File: src/rtl/seq_div_pkg.sv
// Shared types and sizing helpers for the iterative restoring divider.
package seq_div_pkg;

    typedef enum logic [1:0] {
        IDLE = 2'd0,
        BUSY = 2'd1,
        DONE = 2'd2
    } div_state_t;

    localparam int unsigned DIV_W_DEFAULT = 32;

    // Step counter width: enough to hold WIDTH-1, never less than one bit.
    function automatic int unsigned div_cnt_w(input int unsigned w);
        return (w > 1) ? $clog2(w) : 1;
    endfunction

endpackage

File: src/rtl/seq_divider_div_step.sv
// One combinational restoring-division step: shift in a dividend bit, trial-subtract the divisor.
module div_step #(
    parameter int unsigned WIDTH = 32
) (
    input  logic [WIDTH-1:0] rem_i,
    input  logic             bit_i,
    input  logic [WIDTH-1:0] divisor_i,
    output logic [WIDTH-1:0] rem_o,
    output logic             q_bit_o
);

    logic [WIDTH:0] shifted_c;

    // Compare is one bit wider than the operands, so the partial remainder never overflows.
    always_comb begin
        shifted_c = {rem_i, bit_i};
        q_bit_o   = (shifted_c >= {1'b0, divisor_i});
        rem_o     = q_bit_o ? WIDTH'(shifted_c - {1'b0, divisor_i}) : shifted_c[WIDTH-1:0];
    end

endmodule

File: src/rtl/seq_divider.sv
// Iterative unsigned restoring divider, one quotient bit per clock, valid/ready on both sides.
// Optional macro DIV_ZERO_CHECK_EN: short-circuit divide-by-zero straight to DONE and flag it.
module seq_divider
    import seq_div_pkg::*;
#(
    parameter int unsigned WIDTH = DIV_W_DEFAULT
) (
    input  logic             clk,
    input  logic             rst,
    input  logic             in_valid,
    output logic             in_ready,
    input  logic [WIDTH-1:0] dividend,
    input  logic [WIDTH-1:0] divisor,
    output logic             out_valid,
    input  logic             out_ready,
    output logic [WIDTH-1:0] quotient,
    output logic [WIDTH-1:0] remainder,
    output logic             div_by_zero
);

    localparam int unsigned CNT_W = div_cnt_w(WIDTH);

    div_state_t       state_q, state_d;
    logic [WIDTH-1:0] quot_q, quot_d;
    logic [WIDTH-1:0] rem_q, rem_d;
    logic [WIDTH-1:0] dsr_q, dsr_d;
    logic [CNT_W-1:0] cnt_q, cnt_d;
    logic             accept_c;
    logic             step_qbit_c;
    logic [WIDTH-1:0] step_rem_c;
`ifdef DIV_ZERO_CHECK_EN
    logic             dbz_q, dbz_d;
`endif

    // The quotient register doubles as the dividend shift register; its MSB feeds each step.
    div_step #(.WIDTH(WIDTH)) u_step (
        .rem_i     (rem_q),
        .bit_i     (quot_q[WIDTH-1]),
        .divisor_i (dsr_q),
        .rem_o     (step_rem_c),
        .q_bit_o   (step_qbit_c)
    );

    always_ff @(posedge clk) begin
        if (rst) state_q <= IDLE;
        else     state_q <= state_d;
    end

    always_comb begin
        state_d = state_q;
        case (state_q)
            IDLE: begin
                if (accept_c) begin
`ifdef DIV_ZERO_CHECK_EN
                    state_d = (divisor == '0) ? DONE : BUSY;
`else
                    state_d = BUSY;
`endif
                end
            end
            BUSY:    if (cnt_q == '0) state_d = DONE;
            DONE:    if (out_ready)   state_d = IDLE;
            default: state_d = IDLE;
        endcase
    end

    always_comb begin
        in_ready  = (state_q == IDLE) && !rst;
        out_valid = (state_q == DONE);
        accept_c  = in_valid && in_ready;
    end

    always_comb begin
        quot_d = quot_q;
        rem_d  = rem_q;
        dsr_d  = dsr_q;
        cnt_d  = cnt_q;
`ifdef DIV_ZERO_CHECK_EN
        dbz_d  = dbz_q;
`endif
        if (state_q == IDLE && accept_c) begin
            quot_d = dividend;
            rem_d  = '0;
            dsr_d  = divisor;
            cnt_d  = CNT_W'(WIDTH - 1);
`ifdef DIV_ZERO_CHECK_EN
            dbz_d  = (divisor == '0);
            if (divisor == '0) begin
                quot_d = '1;
                rem_d  = dividend;
            end
`endif
        end else if (state_q == BUSY) begin
            quot_d = {quot_q[WIDTH-2:0], step_qbit_c};
            rem_d  = step_rem_c;
            if (cnt_q != '0) cnt_d = cnt_q - CNT_W'(1);
        end
    end

    always_ff @(posedge clk) begin
        if (rst) begin
            quot_q <= '0;
            rem_q  <= '0;
            dsr_q  <= '0;
            cnt_q  <= '0;
`ifdef DIV_ZERO_CHECK_EN
            dbz_q  <= 1'b0;
`endif
        end else begin
            quot_q <= quot_d;
            rem_q  <= rem_d;
            dsr_q  <= dsr_d;
            cnt_q  <= cnt_d;
`ifdef DIV_ZERO_CHECK_EN
            dbz_q  <= dbz_d;
`endif
        end
    end

    assign quotient  = quot_q;
    assign remainder = rem_q;
`ifdef DIV_ZERO_CHECK_EN
    assign div_by_zero = dbz_q;
`else
    assign div_by_zero = 1'b0;
`endif

endmodule

File: config.mk
export PLATFORM = sky130hd
export DESIGN_NAME = seq_divider
export DESIGN_NICKNAME = d
export VERILOG_FILES = /design/src/rtl/seq_div_pkg.sv /design/src/rtl/seq_divider_div_step.sv /design/src/rtl/seq_divider.sv
export SDC_FILE = /design/constraint.sdc
export NUM_CORES = 1
export LEC_CHECK = 0
export ABC_AREA = 1
export CORE_MARGIN = 2
export CORE_UTILIZATION = 50
export CTS_BUF_LIST = sky130_fd_sc_hd__clkbuf_2 sky130_fd_sc_hd__clkbuf_4 sky130_fd_sc_hd__clkbuf_8
export DETAILED_ROUTE_END_ITERATION = 8
export PLACE_DENSITY_LB_ADDON = 0.05
export SETUP_SLACK_MARGIN = 0.05
export SLEW_MARGIN = 20
export SYNTH_ARGS = -nofsm -noshare
export SYNTH_HDL_FRONTEND = slang
export SYNTH_SLANG_ARGS = --single-unit
File: constraint.sdc
create_clock -name clk -period 5.45 [get_ports clk]
set_clock_uncertainty 0.1 [all_clocks]
set_input_delay 0.8175 -clock clk [delete_from_list [all_inputs] [get_ports clk]]
set_output_delay 0.8175 -clock clk [all_outputs]
set_load 0.01 [all_outputs]
==> impl_metrics.tcl <==
set metrics [dict create \
    tns_ns 0 \
    port_buffers 133 \
    whs_ns 0.371 \
    hp-class "flop to flop" \
    grt_pass1_wl_um 32200 \
    fp.dieW_um 121 \
    grt_overflow 0 \
    post_cts_buffers 0 \
    gp_congestion 0.988 \
    die_area_um2 14700 \
    synthTopCellsByArea "dfxtp_1 30%, nand2_1 24%, inv_1 9.2%, ha_1 6.2%, nand3_1 4.5%" \
    yosysTopAreaCell "dfxtp_1" \
    synth_top_area_share 0.299 \
    core_um2 13300 \
    synth_top_flop_cell "dfxtp_1" \
    cts_tree "built" \
    final_util 0.634 \
    drt-total-wl_um 19600 \
    setup_violations 0 \
    cts.clk_slew.worst_paths_ns 0.11 \
    cts_hold_buf 0 \
    met1_usage 0.342 \
    wl_per_cell_um 13.9 \
    leakage_uw 0.00396 \
    cts-root-buf "clkbuf_8" \
    busiest_layer "met2" \
    maxCapViolCount 0 \
    dp_cells 1395 \
    start_util 0.516 \
    vdd_drop_max_mv 0.171 \
    nFillCells 1321 \
    synth-edff-count 0 \
    worst-path-max-fanout 40 \
    drc 0 \
    dp_slack_ns 2.05 \
    area_growth_syn_to_layout_pct 22.9 \
    synth-seq-area-share 0.299 \
    max_slew_margin 0.341 \
    cts_resized 0 \
    period_needed_ns 3.21 \
    netlist_area_um2 6890 \
    fmax_mhz 312 \
    start_kind "primary input" \
    grt_max_degree 66 \
    dr.first_iter.drc_count 400 \
    criticalPathCategory "primary input to output pin" \
    cp.required_ns 4.53 \
    endpoint_kind "output pin" \
    hold_viol 0 \
    rsz0062_at_grt "no" \
    fin_ws_ns 2.24 \
    grtUsageTotal 0.272 \
    worst-endpoint-arrival_ns 2.29 \
    tightest_slew_ns 0.987 \
    yosys-top-cells-count "441 x nand2_1, 168 x inv_1, 103 x dfxtp_1" \
    cts_made_buffers 9 \
    synth_nets 1225 \
    vias_per_cell 4.98 \
    period_share 0.589 \
    slew_violations 0 \
    synth_most_common_cell "nand2_1" \
    powerDensity_nw_per_um2 387 \
    h-tree-depth 3 \
    ant_nets 0 \
    synthCells 1122 \
    synth.distinct_cells 35 \
    grt_pass1_vias 6571 \
    cts_buffer_depth 2 \
    nNetsFinal 1333 \
    vias 7027 \
    pin_count 135 \
    async_flop_share 0 \
    antennaDiodeCount 0 \
    instances_no_fill 1411 \
    drive_above_1_share 0.0429 \
    hpwl_um 14700 \
    ys_ff_latch 103 \
    syn_avg_cell_area_um2 6.14 \
    rows 42 \
    met2_usage 0.464 \
    die_y_um 121 \
    status "finished, final reports clean" \
    synth-warning-count 0 \
    antenna_found_initial 0 \
    drtPass1Iterations 5 \
    clk_latency_ns 0.40 \
    cts.sinks 103 \
    gr-usage-met3 0.0611 \
]
registers in the layout, summed over array words and instances, names as in the netlist:
register   count
quotient      32
cnt_q          5
dsr_q         32
state_q        2
remainder     32
cells in the final DEF, fill, tap and decap left out, types with 3 or more instances in the layout:
cell type and n:
inv_1 168, buf_4 5, nand3_2 7, clkinv_1 5, nand2_1 440, nor3_1 5, ha_1 34, a31oi_1 31
nor2_4 3, nand3_1 62, and2_1 3, xnor2_1 14, a21oi_2 7, inv_2 3, nand4_1 10, o21ai_0 40
a21oi_1 53, nor2_2 4, dfxtp_1 103, nand2_2 6, nor2_1 47, clkdlybuf4s50_1 133, clkbuf_8 9, nand3b_1 26
where the power goes:
group	switching, uW	internal (uW)	total, uW	leakage, uW
clock	309	176	485	0.0000945
sequential	59.4	840	900	0.000841
combinational	1210	677	1890	0.00302
logic make-up after synthesis:
family,Yosys count,share of synthesized area
and+or+nand+nor,616,0.380
buffers and inverters,217,0.127
AOI/OAI and AO/OA,136,0.110
DFF,103,0.299
adders and majority gates,35,0.0647
xor gates and xnor gates,14,0.0178
other,1,0.000545
area by class of cell:
class	instances	area [um^2]	area share
clock inverters	7	66.3	0.00784
flip-flops and latches	103	2060	0.244
well taps	176	220	0.0260
repair buffers	138	1370	0.162
multi-input cells	802	3960	0.468
inverters	176	661	0.0781
clock buffers	9	124	0.0146
through the flow:
step | instance area, um^2 | power (uW)
after global placement | 8270 | 2780
after detailed placement | 8270 | 2790
after floorplan | 6890 | 2310
final | 8460 | 3270
after CTS | 8460 | 3280
after global routing | 8460 | 3560
layer usage:
metal  share of wire  wire length [um]  vias up
met3           0.060              1180       25
met4           0.020               397        0
met5               0                 0        -
met1            0.46              9010     3120
li1                -                 -     3708
met2            0.46              9040      174
path summary, 6_finish.rpt:
path	slack (ns)	from	depth (start not counted)	endpoint
worst min-delay path	0.37	cnt_q[0]	2	cnt_q[0]
worst max register to register	2.31	remainder[27]	11	remainder[21]
worst max-delay path	2.24	rst	4	in_ready
worst min register to register	0.37	cnt_q[0]	2	cnt_q[0]
worst max-delay path: stages:
cell and delay, ns:
clkdlybuf4s50_1 0.39, buf_4 0.26, nor3_1 0.23, clkdlybuf4s50_1 0.59
Power figures use the tool's default switching activity.
